**config.mk**
```make
export PLATFORM = sky130hd
export DESIGN_NAME = operand_fetch_flat
export DESIGN_NICKNAME = d
export VERILOG_FILES = /design/src/rtl/operand_fetch_if.sv /design/src/rtl/operand_fetch.sv /design/src/flat_wrapper.sv
export SDC_FILE = /design/constraint.sdc
export NUM_CORES = 1
export LEC_CHECK = 0
export ABC_AREA = 1
export CORE_MARGIN = 2
export CORE_UTILIZATION = 40
export CTS_BUF_LIST = sky130_fd_sc_hd__clkbuf_8
export CTS_CLUSTER_SIZE = 12
export DETAILED_ROUTE_END_ITERATION = 7
export PLACE_DENSITY = 0.8
export SYNTH_ARGS = -nofsm -noshare
export SYNTH_HDL_FRONTEND = slang
export SYNTH_SLANG_ARGS = --single-unit
```
**constraint.sdc**
```tcl
create_clock -name clk -period 2.2 [get_ports clk]
set_clock_uncertainty 0.15 [all_clocks]
set_input_delay 0.44 -clock clk [delete_from_list [all_inputs] [get_ports clk]]
set_output_delay 0.44 -clock clk [all_outputs]
set_load 0.03 [all_outputs]
```
**src/rtl/operand_fetch_if.sv**
```systemverilog
// Operand-fetch bus bundle: decode handshake, register-file read ports,
// writeback snoop and the execute handshake.
interface operand_fetch_if #(
    parameter int DATA_W    = 32,
    parameter int RF_ADDR_W = 32
);
    // decode side
    logic                 in_valid;
    logic                 in_ready;
    logic [31:0]          in_instr;
    logic                 in_uses_rt;
    // register file read ports
    logic [RF_ADDR_W-1:0] rf_read_addr_1;
    logic [RF_ADDR_W-1:0] rf_read_addr_2;
    logic                 rf_second_read;
    logic [DATA_W-1:0]    rf_read_data_1;
    logic [DATA_W-1:0]    rf_read_data_2;
    // writeback snoop
    logic                 wb_enable;
    logic [4:0]           wb_addr;
    logic [DATA_W-1:0]    wb_data;
    // execute side
    logic                 out_valid;
    logic                 out_ready;
    logic [31:0]          out_instr;
    logic [DATA_W-1:0]    op_a;
    logic [DATA_W-1:0]    op_b;

    // Surroundings of the stage: decode, register file, writeback, execute.
    modport master (
        output in_valid, in_instr, in_uses_rt,
        output rf_read_data_1, rf_read_data_2,
        output wb_enable, wb_addr, wb_data,
        output out_ready,
        input  in_ready, rf_read_addr_1, rf_read_addr_2, rf_second_read,
        input  out_valid, out_instr, op_a, op_b
    );

    // The operand-fetch stage itself.
    modport slave (
        input  in_valid, in_instr, in_uses_rt,
        input  rf_read_data_1, rf_read_data_2,
        input  wb_enable, wb_addr, wb_data,
        input  out_ready,
        output in_ready, rf_read_addr_1, rf_read_addr_2, rf_second_read,
        output out_valid, out_instr, op_a, op_b
    );
endinterface

```
**src/rtl/operand_fetch.sv**
```systemverilog
// Operand-fetch stage: latches an instruction, reads rs/rt from a register
// file with one-cycle read latency, forwards writeback data that races the
// read, and holds the operands for execute under valid/ready.
module operand_fetch #(
    parameter int DATA_W    = 32,
    parameter int RF_ADDR_W = 32
) (
    input  logic           clk,
    input  logic           rst_n,
    operand_fetch_if.slave bus
);

    typedef enum logic [1:0] {
        S_IDLE    = 2'd0,
        S_READ    = 2'd1,
        S_CAPTURE = 2'd2,
        S_HOLD    = 2'd3
    } state_t;

    state_t            r_state;
    state_t            w_next_state;

    logic [31:0]       r_instr;
    logic [4:0]        r_rs;
    logic [4:0]        r_rt;
    logic              r_uses_rt;
    logic [DATA_W-1:0] r_byp_a;
    logic [DATA_W-1:0] r_byp_b;
    logic              r_flag_a;
    logic              r_flag_b;
    logic [DATA_W-1:0] r_op_a;
    logic [DATA_W-1:0] r_op_b;
    logic              r_out_valid;

    logic              w_in_ready;
    logic              w_second_read;
    logic              w_hit_a;
    logic              w_hit_b;
    logic              w_handoff;
    logic [DATA_W-1:0] w_cap_a;
    logic [DATA_W-1:0] w_cap_b;

    // A writeback hits an operand only for a nonzero index; rt only when used.
    assign w_hit_a   = bus.wb_enable && (bus.wb_addr == r_rs) && (r_rs != 5'd0);
    assign w_hit_b   = bus.wb_enable && (bus.wb_addr == r_rt) && (r_rt != 5'd0) && r_uses_rt;
    assign w_handoff = (r_state == S_HOLD) && r_out_valid && bus.out_ready;

    // State register.
    // NOTE: clocked state uses non-blocking (<=) so every flop samples pre-edge values.
    always_ff @(posedge clk) begin
        if (!rst_n) r_state <= S_IDLE;
        else        r_state <= w_next_state;
    end

    // Next-state and handshake/read-port strobes.
    // NOTE: every output gets a default first so no path leaves one unassigned (no latch).
    always_comb begin
        w_next_state  = r_state;
        w_in_ready    = 1'b0;
        w_second_read = 1'b0;
        case (r_state)
            S_IDLE: begin
                w_in_ready = 1'b1;
                if (bus.in_valid) w_next_state = S_READ;
            end
            S_READ: begin
                w_second_read = r_uses_rt;
                w_next_state  = S_CAPTURE;
            end
            S_CAPTURE: w_next_state = S_HOLD;
            S_HOLD:    if (w_handoff) w_next_state = S_IDLE;
            default:   w_next_state = S_IDLE;
        endcase
    end

    // Operand selection at capture: r0, then live writeback, then stored bypass, then RF.
    always_comb begin
        w_cap_a = '0;
        w_cap_b = '0;
        if (r_rs != 5'd0) begin
            if (w_hit_a)       w_cap_a = bus.wb_data;
            else if (r_flag_a) w_cap_a = r_byp_a;
            else               w_cap_a = bus.rf_read_data_1;
        end
        if (r_uses_rt && (r_rt != 5'd0)) begin
            if (w_hit_b)       w_cap_b = bus.wb_data;
            else if (r_flag_b) w_cap_b = r_byp_b;
            else               w_cap_b = bus.rf_read_data_2;
        end
    end

    // Datapath: latch on accept, snoop writeback during the read, load and hold operands.
    always_ff @(posedge clk) begin
        if (!rst_n) begin
            r_instr     <= '0;
            r_rs        <= '0;
            r_rt        <= '0;
            r_uses_rt   <= 1'b0;
            r_byp_a     <= '0;
            r_byp_b     <= '0;
            r_flag_a    <= 1'b0;
            r_flag_b    <= 1'b0;
            r_op_a      <= '0;
            r_op_b      <= '0;
            r_out_valid <= 1'b0;
        end else begin
            case (r_state)
                S_IDLE: begin
                    if (bus.in_valid) begin
                        r_instr   <= bus.in_instr;
                        r_rs      <= bus.in_instr[25:21];
                        r_rt      <= bus.in_instr[20:16];
                        r_uses_rt <= bus.in_uses_rt;
                    end
                end
                S_READ: begin
                    // The RF write lands on this same edge, so the RF returns the stale value.
                    if (w_hit_a) begin
                        r_byp_a  <= bus.wb_data;
                        r_flag_a <= 1'b1;
                    end
                    if (w_hit_b) begin
                        r_byp_b  <= bus.wb_data;
                        r_flag_b <= 1'b1;
                    end
                end
                S_CAPTURE: begin
                    r_op_a      <= w_cap_a;
                    r_op_b      <= w_cap_b;
                    r_out_valid <= 1'b1;
                end
                S_HOLD: begin
                    if (w_hit_a) r_op_a <= bus.wb_data;
                    if (w_hit_b) r_op_b <= bus.wb_data;
                    if (w_handoff) begin
                        r_out_valid <= 1'b0;
                        r_flag_a    <= 1'b0;
                        r_flag_b    <= 1'b0;
                    end
                end
                default: ;
            endcase
        end
    end

    assign bus.in_ready       = w_in_ready;
    assign bus.rf_second_read = w_second_read;
    assign bus.rf_read_addr_1 = {{(RF_ADDR_W-5){1'b0}}, r_rs};
    assign bus.rf_read_addr_2 = {{(RF_ADDR_W-5){1'b0}}, r_rt};
    assign bus.out_valid      = r_out_valid;
    assign bus.out_instr      = r_instr;
    assign bus.op_a           = r_op_a;
    assign bus.op_b           = r_op_b;

endmodule

```
**src/flat_wrapper.sv**
```systemverilog
// flat-port wrapper written by rule: the top's interface ports become plain ports
module operand_fetch_flat 
#(
    parameter int DATA_W    = 32,
    parameter int RF_ADDR_W = 32
)
  (clk, rst_n, bus_in_valid, bus_in_instr, bus_in_uses_rt, bus_rf_read_data_1, bus_rf_read_data_2, bus_wb_enable, bus_wb_addr, bus_wb_data, bus_out_ready, bus_in_ready, bus_rf_read_addr_1, bus_rf_read_addr_2, bus_rf_second_read, bus_out_valid, bus_out_instr, bus_op_a, bus_op_b);
  operand_fetch_if #(.DATA_W(DATA_W), .RF_ADDR_W(RF_ADDR_W)) bus_i ();
  input  logic clk;
  input  logic rst_n;
  input wire logic [$bits(bus_i.in_valid)-1:0] bus_in_valid;
  input wire logic [$bits(bus_i.in_instr)-1:0] bus_in_instr;
  input wire logic [$bits(bus_i.in_uses_rt)-1:0] bus_in_uses_rt;
  input wire logic [$bits(bus_i.rf_read_data_1)-1:0] bus_rf_read_data_1;
  input wire logic [$bits(bus_i.rf_read_data_2)-1:0] bus_rf_read_data_2;
  input wire logic [$bits(bus_i.wb_enable)-1:0] bus_wb_enable;
  input wire logic [$bits(bus_i.wb_addr)-1:0] bus_wb_addr;
  input wire logic [$bits(bus_i.wb_data)-1:0] bus_wb_data;
  input wire logic [$bits(bus_i.out_ready)-1:0] bus_out_ready;
  output wire logic [$bits(bus_i.in_ready)-1:0] bus_in_ready;
  output wire logic [$bits(bus_i.rf_read_addr_1)-1:0] bus_rf_read_addr_1;
  output wire logic [$bits(bus_i.rf_read_addr_2)-1:0] bus_rf_read_addr_2;
  output wire logic [$bits(bus_i.rf_second_read)-1:0] bus_rf_second_read;
  output wire logic [$bits(bus_i.out_valid)-1:0] bus_out_valid;
  output wire logic [$bits(bus_i.out_instr)-1:0] bus_out_instr;
  output wire logic [$bits(bus_i.op_a)-1:0] bus_op_a;
  output wire logic [$bits(bus_i.op_b)-1:0] bus_op_b;
  assign bus_i.in_valid = bus_in_valid;
  assign bus_i.in_instr = bus_in_instr;
  assign bus_i.in_uses_rt = bus_in_uses_rt;
  assign bus_i.rf_read_data_1 = bus_rf_read_data_1;
  assign bus_i.rf_read_data_2 = bus_rf_read_data_2;
  assign bus_i.wb_enable = bus_wb_enable;
  assign bus_i.wb_addr = bus_wb_addr;
  assign bus_i.wb_data = bus_wb_data;
  assign bus_i.out_ready = bus_out_ready;
  assign bus_in_ready = bus_i.in_ready;
  assign bus_rf_read_addr_1 = bus_i.rf_read_addr_1;
  assign bus_rf_read_addr_2 = bus_i.rf_read_addr_2;
  assign bus_rf_second_read = bus_i.rf_second_read;
  assign bus_out_valid = bus_i.out_valid;
  assign bus_out_instr = bus_i.out_instr;
  assign bus_op_a = bus_i.op_a;
  assign bus_op_b = bus_i.op_b;
  operand_fetch #(.DATA_W(DATA_W), .RF_ADDR_W(RF_ADDR_W)) u_core (.clk(clk), .rst_n(rst_n), .bus(bus_i));
endmodule
```
After elaboration in Yosys (flattened, before gate mapping)
Index checks and enable logic that the tools add are counted.
{ "classes": {"eq_ne": 11, "n_addsub": 0, "n_shift": 0, "bitwise_logic": 0, "mux": 21, "div": 0, "multipliers": 0, "n_reduce_logical": 22, "order_cmp": 0} }
{ "op_table": {"columns": ["cell", "count"], "rows": [
  ["$mux W32", 8],
  ["$pmux W32 S2", 2],
  ["$reduce_and A2 Y1", 7],
  ["$eq A5 B5 Y1", 2],
  ["$ne A2 B1 Y1 const B", 5],
  ["$reduce_bool A5 Y1", 2],
  ["$logic_and A1 B1 Y1", 8],
  ["$pmux W2 S4", 1],
  ["$pmux W1 S2", 3],
  ["$reduce_and A3 Y1", 2],
  ["$mux W1", 5],
  ["$eq A2 B2 Y1 const B", 2],
  ["$mux W2", 2],
  ["$reduce_bool A2 Y1", 2],
  ["$eq A2 B1 Y1 const B", 1],
  ["$logic_not A2 Y1", 1],
  ["$ne A2 B2 Y1 const B", 1]
]} }
{ "totals": {"latch_bits": 0, "in_bits": 139, "romBits": 0, "mem_bits_rw": 0, "ff_bits": 176, "memories": 0, "wordCells": 66} }

Longest topological paths before layout
{ "logic_depth": {"word_depth": 7, "depth_mapped": 13, "depth_no_buf": 12} }

Worst setup path after synthesis
No wires, ideal clock.
{ "synth_path": {"path_kind": "flip-flop to flip-flop", "startpoint": "reg u_core.r_rt[0]", "endpoint": "reg u_core.r_op_b[13], in the netlist u_core.bus.op_b[13]", "stages_incl_launch_ff": 12, "period_less_slack_ns": 1.849, "path_slack_ns": 0.351, "setup_ns": 0.117, "n_path_buf": 2, "arrival_ns": 1.583, "cell_sequence": "dfxtp_1 > inv_1 > nand2_1 > nand3_1 > nor2_4 > nand4_1 > nand2_2 > buf_8 > inv_4 > buf_8 > nor2_2 > a21oi_1"} }
{ "synth_between": {"elab_chain_cells": 7, "elab_cells_between_ends": 11, "cone_classes": "2 x eq/ne; 3 x mux; 6 x reduce/logical"} }
{ "synth_rtl": {"columns": ["item", "line", "text"], "rows": [
  ["start: declaration", "operand_fetch.sv:25", "logic [4:0] r_rt;"],
  ["start signal: assignment", "operand_fetch.sv:112", "r_rt <= bus.in_instr[20:16];"],
  ["$eq A5 B5 Y1", "operand_fetch.sv:45", "assign w_hit_b = bus.wb_enable && (bus.wb_addr == r_rt) && (r_rt != 5'd0) && r_uses_rt;"],
  ["$logic_and A1 B1 Y1 (3 in a row)", "operand_fetch.sv:45", null],
  ["$mux W32", "operand_fetch.sv:86", "if (w_hit_b) w_cap_b = bus.wb_data;"],
  ["$mux W32", "operand_fetch.sv:85", "if (r_uses_rt && (r_rt != 5'd0)) begin"],
  ["$pmux W32 S2", "operand_fetch.sv:107", "case (r_state)"],
  ["end signal: assignment", "operand_fetch.sv:129", "r_op_b <= w_cap_b;"],
  ["end signal: assignment", "operand_fetch.sv:134", "if (w_hit_b) r_op_b <= bus.wb_data;"],
  ["end: declaration", "operand_fetch.sv:32", "logic [DATA_W-1:0] r_op_b;"]
]} }
Several ways; a longest one is shown, not always the timed one.
A chain may end at the register's enable or synchronous reset.

Worst setup path in the final report
{ "layout_path": {"startpoint": "reg u_core.r_rs[0]", "endpoint": "out bus_rf_read_addr_1[0]"} }
{ "layout_lines": {"columns": ["item", "line", "text"], "rows": [
  ["start: declaration", "operand_fetch.sv:24", "logic [4:0] r_rs;"],
  ["start signal: assignment", "operand_fetch.sv:111", "r_rs <= bus.in_instr[25:21];"],
  ["end: declaration", "flat_wrapper.sv:21", "output wire logic [$bits(bus_i.rf_read_addr_1)-1:0] bus_rf_read_addr_1;"]
]} }
No word-level cell between the ends.

==> results_dict.tcl <==
set metrics [dict create \
    finalMaxSlewViolations 0 \
    cp_top_family "buffers and inverters" \
    wl_per_cell_um 15.9 \
    path_class "reg2out" \
    dieArea_um2 22700 \
    drv_cap 0 \
    ctsHoldBuffers 0 \
    cp.arrival_ns 1.56 \
    grt_overflow_total 0 \
    ys_seq_area_share_pct 38.6 \
    p_sw_mw 5.19 \
    crit_buf_inv 1 \
    io_buffers 247 \
    dp_hpwl_um 21200 \
    drive_above_1_share_pct 8.07 \
    critPathLaunch "u_core.r_rs[0]$_SDFFE_PN0P_" \
    die_h_um 151 \
    comb_power_share_pct 47.8 \
    syn-cell-area_um2 8620 \
    grt_start_max_net_pins 80 \
    cp_max_fo 4 \
    ys_ff_latch 166 \
    antenna_found_initial 1 \
    h-tree-depth 4 \
    numCtsBuffers 17 \
    finalCritPeriodShare_pct 97.7 \
    clock_path_buffers 2 \
    final_common_cell "nand2_1" \
    setup_viol 0 \
    hold_violations 0 \
    status "complete, no violations" \
    ir_drop_v 0.000634 \
    die_width_um 151 \
    min_period_ns 2.15 \
    dr.pass1.iters 5 \
    seqPwrFrac_pct 33.1 \
    cts_tree "built" \
    detail_route.vias_per_cell 4.96 \
    power_mw 12.2 \
    clkTransAtPathRegs_ns 0.08 \
    syn_inst 1266 \
    syn_area_per_cell_um2 6.81 \
    synth_cell_type_count 33 \
    nets 1630 \
    cts_num_sinks 166 \
    place.gp.congestion 0.930 \
    io_pins 302 \
    cp_slowest_cell "clkdlybuf4s50_1" \
    vias 8810 \
    whs_path_depth 3 \
    p_sw_share_pct 42.5 \
    timing.rr.start "u_core.r_state[0]$_SDFFE_PN0P_" \
    fp-row-count 53 \
    root_buffer "clkbuf_8" \
    cp.required_ns 1.61 \
    hold_class "in2reg" \
    yosysWarnings 0 \
    powerDensity_nw_per_um2 1040 \
    grt_pass1_wl_um 43300 \
    start_util_pct 40.9 \
    place_inst 1743 \
    p_leak_nw 5.16 \
    fin_cells 1777 \
    clock_latency_ns 0.46 \
    cp.depth 1 \
    areaGrowthSynthToFinish_pct 35.8 \
    fmax_mhz 465 \
    max_stage_delay_ns 0.70 \
    clock_power_share_pct 19.1 \
    routed_wl_um 28300 \
    holdCritStartpoint "rst_n" \
    cp_cell_sequence "clkdlybuf4s50_1" \
    internal_power_mw 7.01 \
    track_usage_pct 24.5 \
    cp-start-kind "flop" \
    postRouteAntennaNets 0 \
    cts_setup_buffers 0 \
    cp-end-kind "output pin" \
    coreArea_um2 21100 \
    grt_pass1_vias 8151 \
    worstRegToRegCells 9 \
    hold_slack_ns 0.216 \
    most-common-layout-cells "259 x nand2_1, 223 x clkdlybuf4s50_1, 169 x o21ai_0" \
    drc 0 \
    initialDrtViolationCount 626 \
]
==> cells in the mapped netlist, drive strengths merged <==
| master | instances | area (um2) |
|---|---|---|
| a211oi | 2 | 15.0 |
| a21boi | 1 | 7.51 |
| a21oi | 147 | 736 |
| buf | 108 | 746 |
| clkbuf | 38 | 144 |
| conb | 1 | 3.75 |
| dfxtp | 166 | 3320 |
| ha | 4 | 50.1 |
| inv | 114 | 430 |
| mux2 | 8 | 90.1 |
| mux2i | 17 | 170 |
| nand2 | 262 | 991 |
| nand3 | 25 | 130 |
| nand4 | 2 | 18.8 |
| nor2 | 142 | 596 |
| nor3 | 1 | 5.00 |
| o21ai | 217 | 1090 |
| or2 | 9 | 56.3 |
| xnor2 | 2 | 17.5 |
==> path summary, 6_finish.rpt <==
path | endpoint | slack (ns)
min reg2reg | u_core.r_byp_a[26]$_SDFFE_PN0P_ | 0.30
max | bus_rf_read_addr_1[0] | 0.05
max reg2reg | u_core.bus.op_a[14]$_SDFFE_PN0P_ | 0.18
min | u_core.bus.out_instr[9]$_SDFFE_PN0P_ | 0.22
==> stage by stage <==
stage | cell area (um2) | util, % | setup TNS, ns | setup slack [ns]
2_1_floorplan | 8810 | - | 0 | 0.351
3_3_place_gp | 11300 | 53.4 | -14.87 | -0.206
3_5_place_dp | 11300 | 53.4 | -22.55 | -0.269
4_1_cts | 11700 | 55.3 | 0 | 0.000302
5_1_grt | 11700 | 55.5 | -0.00109 | -0.00109
6_report | 11700 | 55.5 | 0 | 0.0507
==> power groups by stage <==
stage	clock [mW]	combinational (mW)	sequential [mW]
after floorplan	0	2.54	5.08
after global placement	0	5.79	4.10
after detailed placement	0	5.85	4.11
after CTS	2.37	5.85	4.04
after global routing	2.49	6.30	4.10
final	2.33	5.83	4.04
==> logic make-up (layout without fill, tap and decap cells) <==
group / after synthesis / after routing / share of synthesized area, %
mux: 25 / 25 / 3.02
other cells: 1 / 56 / 0.0435
simple gates: 441 / 441 / 20.9
buf+inv: 260 / 441 / 15.3
compound gates: 367 / 367 / 21.4
flops: 166 / 166 / 38.6
fa+ha+maj: 4 / 4 / 0.581
xor+xnor: 2 / 2 / 0.203
==> flip-flops by register name, summed over array words and instances, names as in the netlist <==
register and count:
u_core.bus.op_b 32, u_core.r_flag_b 1, u_core.bus.out_valid 1, u_core.r_flag_a 1, u_core.r_byp_b 32, u_core.r_rt 4, u_core.r_byp_a 32, u_core.r_state 2
u_core.bus.op_a 32, u_core.r_uses_rt 1, u_core.r_rs 4, u_core.bus.out_instr 24
==> layout make-up <==
cell class	instances	area [um2]
multi-input combinational	893	4180
sequential	166	3330
clock buffer	19	262
fill	1990	9390
timing repair buffer	295	3000
inverter	114	430
tap	275	344
antenna	2	5.00
clock inverter	13	156
==> metal layers <==
layer	wire length, um	up-vias	GRT usage [%]
li1	-	4405	-
met2	12400	398	37.0
met1	12300	3958	33.0
met3	2680	49	6.94
met4	829	0	10.0
met5	0	-	0
==> timing repair <==
action / CTS / global route
gates resized for setup: 8 / 19
setup endpoints to repair: 8 / 19
hold endpoints to repair: 0 / 0
(Power assumes the default switching activity.)
